`src/rtl/sfp_row_seqdiv.sv`:
```
// sfp_row_seqdiv: softmax row normaliser, |psum| row sums into two FIFOs, then per-lane restoring divide.
// Ports: clk/reset (async, active high), clk_en gates all state; acc sums |sfp_in| lanes into both
// sum FIFOs; div pops the internal FIFO and divides every lane by (local>>SUM_SHIFT)+(sum_in>>SUM_SHIFT);
// fifo_ext_rd pops the external FIFO whose head is sum_out; sfp_out/out_valid carry the quotients;
// busy, int_empty, ext_full, ovf report status.
// Option: define SFP_SIGN_RESTORE_EN to negate quotients of lanes whose input was negative.
module sfp_row_seqdiv #(
  parameter int COL = 8,
  parameter int BW_PSUM = 20,
  parameter int SUM_SHIFT = 7,
  parameter int FIFO_DEPTH = 16,
  localparam int SUM_W = BW_PSUM + $clog2(COL)
) (
  input  logic                     clk,
  input  logic                     reset,
  input  logic                     clk_en,
  input  logic                     acc,
  input  logic                     div,
  input  logic [COL*BW_PSUM-1:0]   sfp_in,
  input  logic [SUM_W-1:0]         sum_in,
  input  logic                     fifo_ext_rd,
  output logic [SUM_W-1:0]         sum_out,
  output logic [COL*BW_PSUM-1:0]   sfp_out,
  output logic                     out_valid,
  output logic                     busy,
  output logic                     int_empty,
  output logic                     ext_full,
  output logic                     ovf
);
  localparam int AW = $clog2(FIFO_DEPTH);
  localparam int CW = $clog2(BW_PSUM + 1);
  typedef enum logic [1:0] {IDLE, DIV, DONE} state_t;
  state_t state_q, state_d;
  logic [SUM_W-1:0] sum_q, sum_d, ext_last_q;
  logic acc_q, ovf_q, out_valid_q;
  logic [SUM_W-1:0] int_mem [FIFO_DEPTH];
  logic [SUM_W-1:0] ext_mem [FIFO_DEPTH];
  logic [AW:0] int_wp_q, int_rp_q, ext_wp_q, ext_rp_q;
  logic [COL*BW_PSUM-1:0] sfp_q, quo;
  logic [BW_PSUM-1:0] den_q, den_d;
  logic [BW_PSUM-1:0] rem_q [COL];
  logic [BW_PSUM-1:0] aq_q [COL];
  logic [BW_PSUM-1:0] rem_d [COL];
  logic [BW_PSUM-1:0] aq_d [COL];
  logic [BW_PSUM-1:0] lane_abs [COL];
  logic [CW-1:0] cnt_q;
  logic int_full, ext_empty, wr, ext_pop, accept, last;
`ifdef SFP_SIGN_RESTORE_EN
  logic [COL-1:0] neg_q;
`endif
  // aq_q starts as the dividend magnitude and shifts quotient bits in from the right
  for (genvar i = 0; i < COL; i++) begin : g_lane
    logic [BW_PSUM-1:0] x;
    logic [BW_PSUM:0] trial;
    logic ge;
    assign x = sfp_in[i*BW_PSUM +: BW_PSUM];
    assign lane_abs[i] = x[BW_PSUM-1] ? -x : x;
    assign trial = {rem_q[i], aq_q[i][BW_PSUM-1]};
    assign ge = trial >= {1'b0, den_q};
    assign rem_d[i] = ge ? trial[BW_PSUM-1:0] - den_q : trial[BW_PSUM-1:0];
    assign aq_d[i] = {aq_q[i][BW_PSUM-2:0], ge};
`ifdef SFP_SIGN_RESTORE_EN
    assign quo[i*BW_PSUM +: BW_PSUM] = neg_q[i] ? -aq_q[i] : aq_q[i];
`else
    assign quo[i*BW_PSUM +: BW_PSUM] = aq_q[i];
`endif
  end
  always_comb begin
    sum_d = '0;
    for (int k = 0; k < COL; k++) sum_d = sum_d + SUM_W'(lane_abs[k]);
  end
  assign int_empty = int_wp_q == int_rp_q;
  assign ext_empty = ext_wp_q == ext_rp_q;
  assign int_full  = (int_wp_q[AW-1:0] == int_rp_q[AW-1:0]) && (int_wp_q[AW] != int_rp_q[AW]);
  assign ext_full  = (ext_wp_q[AW-1:0] == ext_rp_q[AW-1:0]) && (ext_wp_q[AW] != ext_rp_q[AW]);
  // a row sum goes to both FIFOs or to neither, keeping them in step with the partner core
  assign wr        = acc_q && !int_full && !ext_full;
  assign ext_pop   = fifo_ext_rd && !ext_empty;
  assign den_d     = BW_PSUM'(int_mem[int_rp_q[AW-1:0]] >> SUM_SHIFT) + BW_PSUM'(sum_in >> SUM_SHIFT);
  assign sum_out   = ext_empty ? ext_last_q : ext_mem[ext_rp_q[AW-1:0]];
  assign sfp_out   = sfp_q;
  assign out_valid = out_valid_q;
  assign ovf       = ovf_q;
  assign busy      = state_q != IDLE;
  always_comb begin
    accept  = state_q == IDLE && div && !int_empty;
    last    = state_q == DIV && cnt_q == CW'(BW_PSUM - 1);
    state_d = accept ? DIV : last ? DONE : state_q == DONE ? IDLE : state_q;
  end
  always_ff @(posedge clk)
    if (clk_en && wr) begin
      int_mem[int_wp_q[AW-1:0]] <= sum_q;
      ext_mem[ext_wp_q[AW-1:0]] <= sum_q;
    end
  always_ff @(posedge clk or posedge reset)
    if (reset) begin
      state_q     <= IDLE;
      sum_q       <= '0;
      acc_q       <= 1'b0;
      ovf_q       <= 1'b0;
      out_valid_q <= 1'b0;
      ext_last_q  <= '0;
      int_wp_q    <= '0;
      int_rp_q    <= '0;
      ext_wp_q    <= '0;
      ext_rp_q    <= '0;
      sfp_q       <= '0;
      den_q       <= '0;
      cnt_q       <= '0;
`ifdef SFP_SIGN_RESTORE_EN
      neg_q       <= '0;
`endif
      for (int k = 0; k < COL; k++) begin
        rem_q[k] <= '0;
        aq_q[k]  <= '0;
      end
    end else if (clk_en) begin
      state_q     <= state_d;
      acc_q       <= acc;
      out_valid_q <= state_q == DONE;
      if (acc) sum_q <= sum_d;
      if (acc_q && !wr) ovf_q <= 1'b1;
      if (wr) begin
        int_wp_q <= int_wp_q + (AW+1)'(1);
        ext_wp_q <= ext_wp_q + (AW+1)'(1);
      end
      if (ext_pop) begin
        ext_rp_q   <= ext_rp_q + (AW+1)'(1);
        ext_last_q <= ext_mem[ext_rp_q[AW-1:0]];
      end
      if (state_q == DONE) sfp_q <= quo;
      if (accept) begin
        int_rp_q <= int_rp_q + (AW+1)'(1);
        den_q    <= den_d;
        cnt_q    <= '0;
        for (int k = 0; k < COL; k++) begin
          rem_q[k] <= '0;
          aq_q[k]  <= lane_abs[k];
`ifdef SFP_SIGN_RESTORE_EN
          neg_q[k] <= sfp_in[k*BW_PSUM + BW_PSUM - 1];
`endif
        end
      end else if (state_q == DIV) begin
        cnt_q <= cnt_q + CW'(1);
        for (int k = 0; k < COL; k++) begin
          rem_q[k] <= rem_d[k];
          aq_q[k]  <= aq_d[k];
        end
      end
    end
endmodule
```
`config.mk`:
```
export PLATFORM = sky130hd
export DESIGN_NAME = sfp_row_seqdiv
export DESIGN_NICKNAME = d
export VERILOG_FILES = /design/src/rtl/sfp_row_seqdiv.sv
export SDC_FILE = /design/constraint.sdc
export NUM_CORES = 2
export LEC_CHECK = 0
export BUFFER_PORTS_ARGS = -buffer_cell sky130_fd_sc_hd__clkbuf_2
export CAP_MARGIN = 10
export CORE_UTILIZATION = 55
export DETAILED_ROUTE_END_ITERATION = 7
export HOLD_SLACK_MARGIN = 0.06
export PLACE_DENSITY = 0.84
export SYNTH_ARGS = -nofsm -noshare
export SYNTH_HDL_FRONTEND = slang
export SYNTH_SLANG_ARGS = --single-unit
```
`constraint.sdc`:
```
create_clock -name clk -period 36.9 [get_ports clk]
set_clock_uncertainty 0.05 [all_clocks]
set_input_delay 7.38 -clock clk [delete_from_list [all_inputs] [get_ports clk]]
set_output_delay 7.38 -clock clk [all_outputs]
set_load 0.005 [all_outputs]
```
# ---- After elaboration in Yosys (flattened, before gate mapping)
# Memories as Yosys holds them, arrays and structs flattened.
# Index checks and enable logic that the tools add are counted.
dict set report totals {
  ff_bits 576
  memories 2
  ram_bits 736
  out_inout_bits 188
  inputBits 189
}
# memory words width rd rd_ports_with_merged_regs write_ports line_no
set memory_table {}
lappend memory_table {ext_mem 16 23 1 0 1 37} ;# logic [SUM_W-1:0] ext_mem [FIFO_DEPTH];
lappend memory_table {int_mem 16 23 1 0 1 36} ;# logic [SUM_W-1:0] int_mem [FIFO_DEPTH];
dict set report classes {
  order_cmp 8
  n_eq_ne 9
  n_mux 28
  n_addsub 29
  n_reduce_logical 27
}
# op count
set op_table {}
lappend op_table {{160-bit two-way mux} 4}
lappend op_table {{20-bit two-way mux} 16}
lappend op_table {{21-bit by 20-bit greater-or-equal comparator with 1-bit output} 8}
lappend op_table {{20-bit negation} 8}
lappend op_table {{20-bit subtractor} 8}
lappend op_table {{23-bit by 20-bit adder with 23-bit output} 4}
lappend op_table {{5-bit by 1-bit adder with 5-bit output, second input constant} 5}
lappend op_table {{22-bit by 20-bit adder with 23-bit output} 1}
lappend op_table {{23-bit two-way mux} 1}
lappend op_table {{21-bit by 20-bit adder with 22-bit output} 1}
lappend op_table {{20-bit by 20-bit adder with 21-bit output} 1}
lappend op_table {{16-bit by 16-bit adder with 17-bit output} 1}
lappend op_table {{2-bit AND reduction} 8}
lappend op_table {{5-bit == test} 2}
lappend op_table {{1-bit logical AND} 10}
lappend op_table {{5-bit two-way mux} 2}
lappend op_table {{4-bit == test} 2}
lappend op_table {{2-bit two-way mux} 3}
lappend op_table {{5-bit == test, second input constant} 1}
lappend op_table {{1-bit logical NOT} 5}
lappend op_table {{2-bit nonzero test} 2}
lappend op_table {{3-bit nonzero test} 1}
lappend op_table {{2-bit by 1-bit == test with 1-bit output, second input constant} 1}
lappend op_table {{2-bit == test, second input constant} 1}
lappend op_table {{3 further kinds} 5}

# ---- Longest topological paths before layout
dict set report logic_depth {
  word_depth 9
  ltp_mapped 24
}

# ---- Least setup slack after synthesis
# OpenSTA, ideal clock, no wires.
dict set report synth_path {
  kind {in2reg}
  startpoint {input port sfp_in[125]}
  endpoint {register sum_q[22]}
  path_slack_ps 23597
  cell_stages 21
  setup_time_ps 134
  arrival_time_ps 13118
  cell_sequence {or4_4 > or4_1 > or4_1 > nand2_1 > xnor2_1 > fa_1 > fa_1 > fa_1 > inv_1 > fa_1 > inv_1 > ha_1 > and3_1 > and3_1 > inv_1 > o21ai_0 > a31o_2 > o221ai_1 > o21ai_0 > a2111oi_0 > nor3_1}
}
dict set report synth_via {
  elab_chain_cells 4
}
# element line_no
set synth_lines {}
lappend synth_lines {{start: declaration} 19} ;# input logic [COL*BW_PSUM-1:0] sfp_in,
lappend synth_lines {{20-bit negation} 57} ;# assign lane_abs[i] = x[BW_PSUM-1] ? -x : x;
lappend synth_lines {{20-bit two-way mux (*)} 57}
lappend synth_lines {{23-bit by 20-bit adder with 23-bit output (*) (2 in a row)} 70} ;# for (int k = 0; k < COL; k++) sum_d = sum_d + SUM_W'(lane_abs[k]);
lappend synth_lines {{end signal: assignment} 121} ;# if (acc) sum_q <= sum_d;
lappend synth_lines {{end: declaration} 34} ;# logic [SUM_W-1:0] sum_q, sum_d, ext_last_q;
# Every way passes the cells marked *; elsewhere a longest branch is shown, timed or not.
# A chain may end at the register's enable or synchronous reset.

# ---- Worst setup path in the final report
dict set report layout_path {
  startpoint {input port sfp_in[120]}
  endpoint {register sum_q[22]}
}
# The elaborated chain is that of the path after synthesis.

==> metrics.yaml <==
die:
  die_h_um: 336
  num_rows: 122
  core_area_um2: 111000
  fp.dieArea_um2: 113000
  die_w_um: 336
  initial_core_util_pct: 55.4
  num_io_pins: 377
sta:
  worst_pin_slew_ns: 1.30
  max_freq_mhz: 73.2
  layout_setup_ws_ns: 23.24
  rsz0062_at_grt: "false"
  tns_ns: 0
  finalCritPeriodShare_pct: 37.0
  setup-violations-final: 0
  fin_crit_ns: 13.66
  maxSlewViolCount: 0
  max-slew-margin-rel_pct: 13.6
  finalHoldViolations: 0
yosys:
  synth-seq-cells: 1197
  yosys_warnings: 0
  synthesis.area_um2: 61300
  post_synth_num_cell_types: 79
  ys.flop_type: "edfxtp_1"
  synth.yosys.seq_area_share_pct: 53.9
  avgSynthCellArea_um2: 12.6
  synth-edff-count: 624
  synth_cells: 4872
  async_flop_share_pct: 47.9
  syn_nets: 5383
global_route:
  grt_overflow_total: 0
  grt_pass1_wl_um: 270000
  antenna_found_initial: 14
  track_usage_pct: 32.3
  grt_max_degree: 168
  grt_pass1_vias: 42800
pwr:
  p_leak_uw: 0.0286
  power_density_nw_per_um2: 102
  ir_worst_vdd_mv: 0.111
  power_uw: 7030
final_layout:
  multiInputGateArea_um2: 26700
  drive_above_1_share_pct: 20.6
  nFillCells: 7936
  syn_to_final_growth_pct: 12.4
  seq_area_um2: 33100
  final_nets: 5703
critical_path:
  cpPeakStageDelay_ns: 0.64
  cp_slowest_cell: "or4_1"
  worstSetupEndpointType: "register"
  crit_type: "primary input to register"
  worst_ep_required_time_ns: 37.45
  worstPathArrival_ns: 14.22
  path_cells: "clkbuf_2 > or3_1 > or4_1 > or4_1 > nand2_1 > xnor2_1 > fa_1 > fa_1 > fa_1 > inv_1 > fa_1 > inv_1 > ha_1 > and3_1 > and3_1 > inv_1 > o21ai_0 > a31o_2 > o221ai_1 > o21ai_0 > a2111oi_0 > nor3_1"
  crit_path_start_kind: "primary input"
  cp_max_fo: 4
  path_common_cell: "fa_1"
drt:
  wl_um: 184000
  ant_nets: 0
  first_iter_violations: 5305
  routed_wire_length_per_instance_um: 27.0
  route.vias.total: 43800
  dr.pass1.iters: 6
  drc: 0
  viasPerCell: 6.44
placed_design:
  dpl_worst_slack_ns: 22.78
  io_buffers: 369
  gp_congestion: 1.01
  post-dp-hpwl_um: 119000
clock_tree:
  worstSkewPairLatency_ns: 0.77
  cts_sinks: 1197
  htreeDepth: 3
  cts_made_buffers: 118
  post-cts-setup-buffers: 0
  cts_tree: "done"
  cts-root-buf: "clkbuf_16"
  postCtsHoldBufs: 0
  clk_path_buf_depth: 3
  clk_pin_slew_ns: 0.07
  cts.repair.resized: 0
hold_path:
  min_path_type: "register to register"
job:
  cap_viol_max_count: 0
run_status:
  status: "complete, no violations"
cell type report:
class	instances	share of cell area, %
Clock inverter	71	1.32
Timing Repair Buffer	426	3.32
Inverter	209	1.15
Clock buffer	154	4.67
Antenna cell	14	0.0508
Multi-Input combinational cell	3240	38.8
Sequential cell	1197	48.0
Tap cell	1488	2.70
kinds of logic (layout without fill, tap and decap cells):
family / Yosys count / after routing / synth area share, %
muxes: 485 / 485 / 12.3
DFF: 1197 / 1197 / 53.9
and+or+nand+nor: 1150 / 1150 / 8.54
buffers and inverters: 435 / 860 / 2.75
xor gates and xnor gates: 295 / 295 / 4.21
adders and majority gates: 322 / 322 / 8.14
AOI/OAI and AO/OA: 988 / 988 / 10.1
other: 0 / 14 / 0
sequential cells by signal (all words and copies together), names as in the netlist, 8 cells and up:
name,cells
ext_mem,368
int_mem,256
g_lane.trial,160
sfp_out,160
aq_d,152
ext_last_q,23
sum_q,23
den_q,17
aq_q,8
metal layers:
| layer | wire [um] | GRT usage, % | up-vias |
|---|---|---|---|
| met5 | 131 | 0.468 | - |
| li1 | - | - | 18600 |
| met3 | 19800 | 7.88 | 660 |
| met1 | 67300 | 42.3 | 21800 |
| met4 | 11100 | 16.7 | 14 |
| met2 | 85200 | 50.2 | 2782 |
critical path: cells and delay by family:
| family | cells | cell delay [ns] |
|---|---|---|
| xor+xnor | 1 | 0.21 |
| fa+ha+maj | 5 | 2.65 |
| buf+inv | 4 | 0.35 |
| compound gates | 5 | 1.37 |
| simple gates | 7 | 2.23 |
per-stage QoR:
| stage | utilization (%) | instance area [um2] | std cells | hold WS (ns) |
|---|---|---|---|---|
| finish | 62.3 | 68900 | 6799 | 0.428 |
| CTS | 62.3 | 68900 | 6785 | 0.436 |
| global placement | 58.5 | 64800 | 6560 | 0.407 |
| detailed placement | 58.5 | 64800 | 6560 | 0.421 |
| floorplan | - | 61300 | 4872 | 0.391 |
| global route | 62.3 | 68900 | 6792 | 0.466 |
Yosys cell counts, drive strengths merged (64+ instances only):
cell | number | area [um2]
buf | 71 | 318
nand3 | 84 | 420
nor3 | 64 | 320
xnor2 | 185 | 1620
a22oi | 81 | 608
inv | 209 | 785
edfxtp | 624 | 18700
mux2i | 88 | 881
fa | 128 | 2560
o21ai | 374 | 1870
mux2 | 202 | 2270
ha | 194 | 2430
nand2 | 542 | 2030
nor2 | 214 | 803
dfrtp | 573 | 14300
clkbuf | 155 | 583
a21oi | 179 | 896
mux4 | 195 | 4390
xor2 | 110 | 963
final timing paths:
kind	startpoint	end	slack (ns)	cells after the start
worst max-delay path	sfp_in[120]	sum_q[22]$_DFFE_PP0P_	23.24	22
worst min-delay path	sfp_out[19]$_DFFE_PP0P_	sfp_out[19]$_DFFE_PP0P_	0.43	2
worst max register to register	int_rp_q[1]$_DFFE_PP0P_	aq_q[79]$_DFFE_PP0P_	30.13	12
worst min register to register	sfp_out[19]$_DFFE_PP0P_	sfp_out[19]$_DFFE_PP0P_	0.43	2
max in group asynchronous	reset	sfp_out[56]$_DFFE_PP0P_	27.53	4
min in group asynchronous	reset	ext_rp_q[0]$_DFFE_PP0P_	6.74	2
cells in the final DEF (no fill, tap or decap), types with 18 or more instances in the layout:
cell type    n
edfxtp_1   624
dfrtp_1    568
nand2_1    541
o21ai_0    372
clkbuf_2   369
inv_1      208
mux2_2     202
nor2_1     200
mux4_2     195
ha_1       194
xnor2_1    185
a21oi_1    178
fa_1       128
clkbuf_16  118
xor2_1     110
mux2i_1     88
nand3_1     82
a22oi_1     81
nor3_1      56
buf_4       56
a21o_1      55
o31ai_1     42
nor2b_1     38
o21a_1      38
nand2b_1    36
or3_1       32
nand4_1     29
clkinv_2    25
or4_1       23
a211oi_1    23
clkbuf_1    23
o22ai_1     22
o31a_1      20
o41ai_1     18
where the power goes:
group | switching (uW) | internal, uW | leakage (uW)
Clock | 553 | 726 | 0.00200
Combinational | 2090 | 1510 | 0.0136
Sequential | 363 | 1790 | 0.0130
Total | 3010 | 4020 | 0.0286
Note: power is estimated with default switching activity, not from simulation.
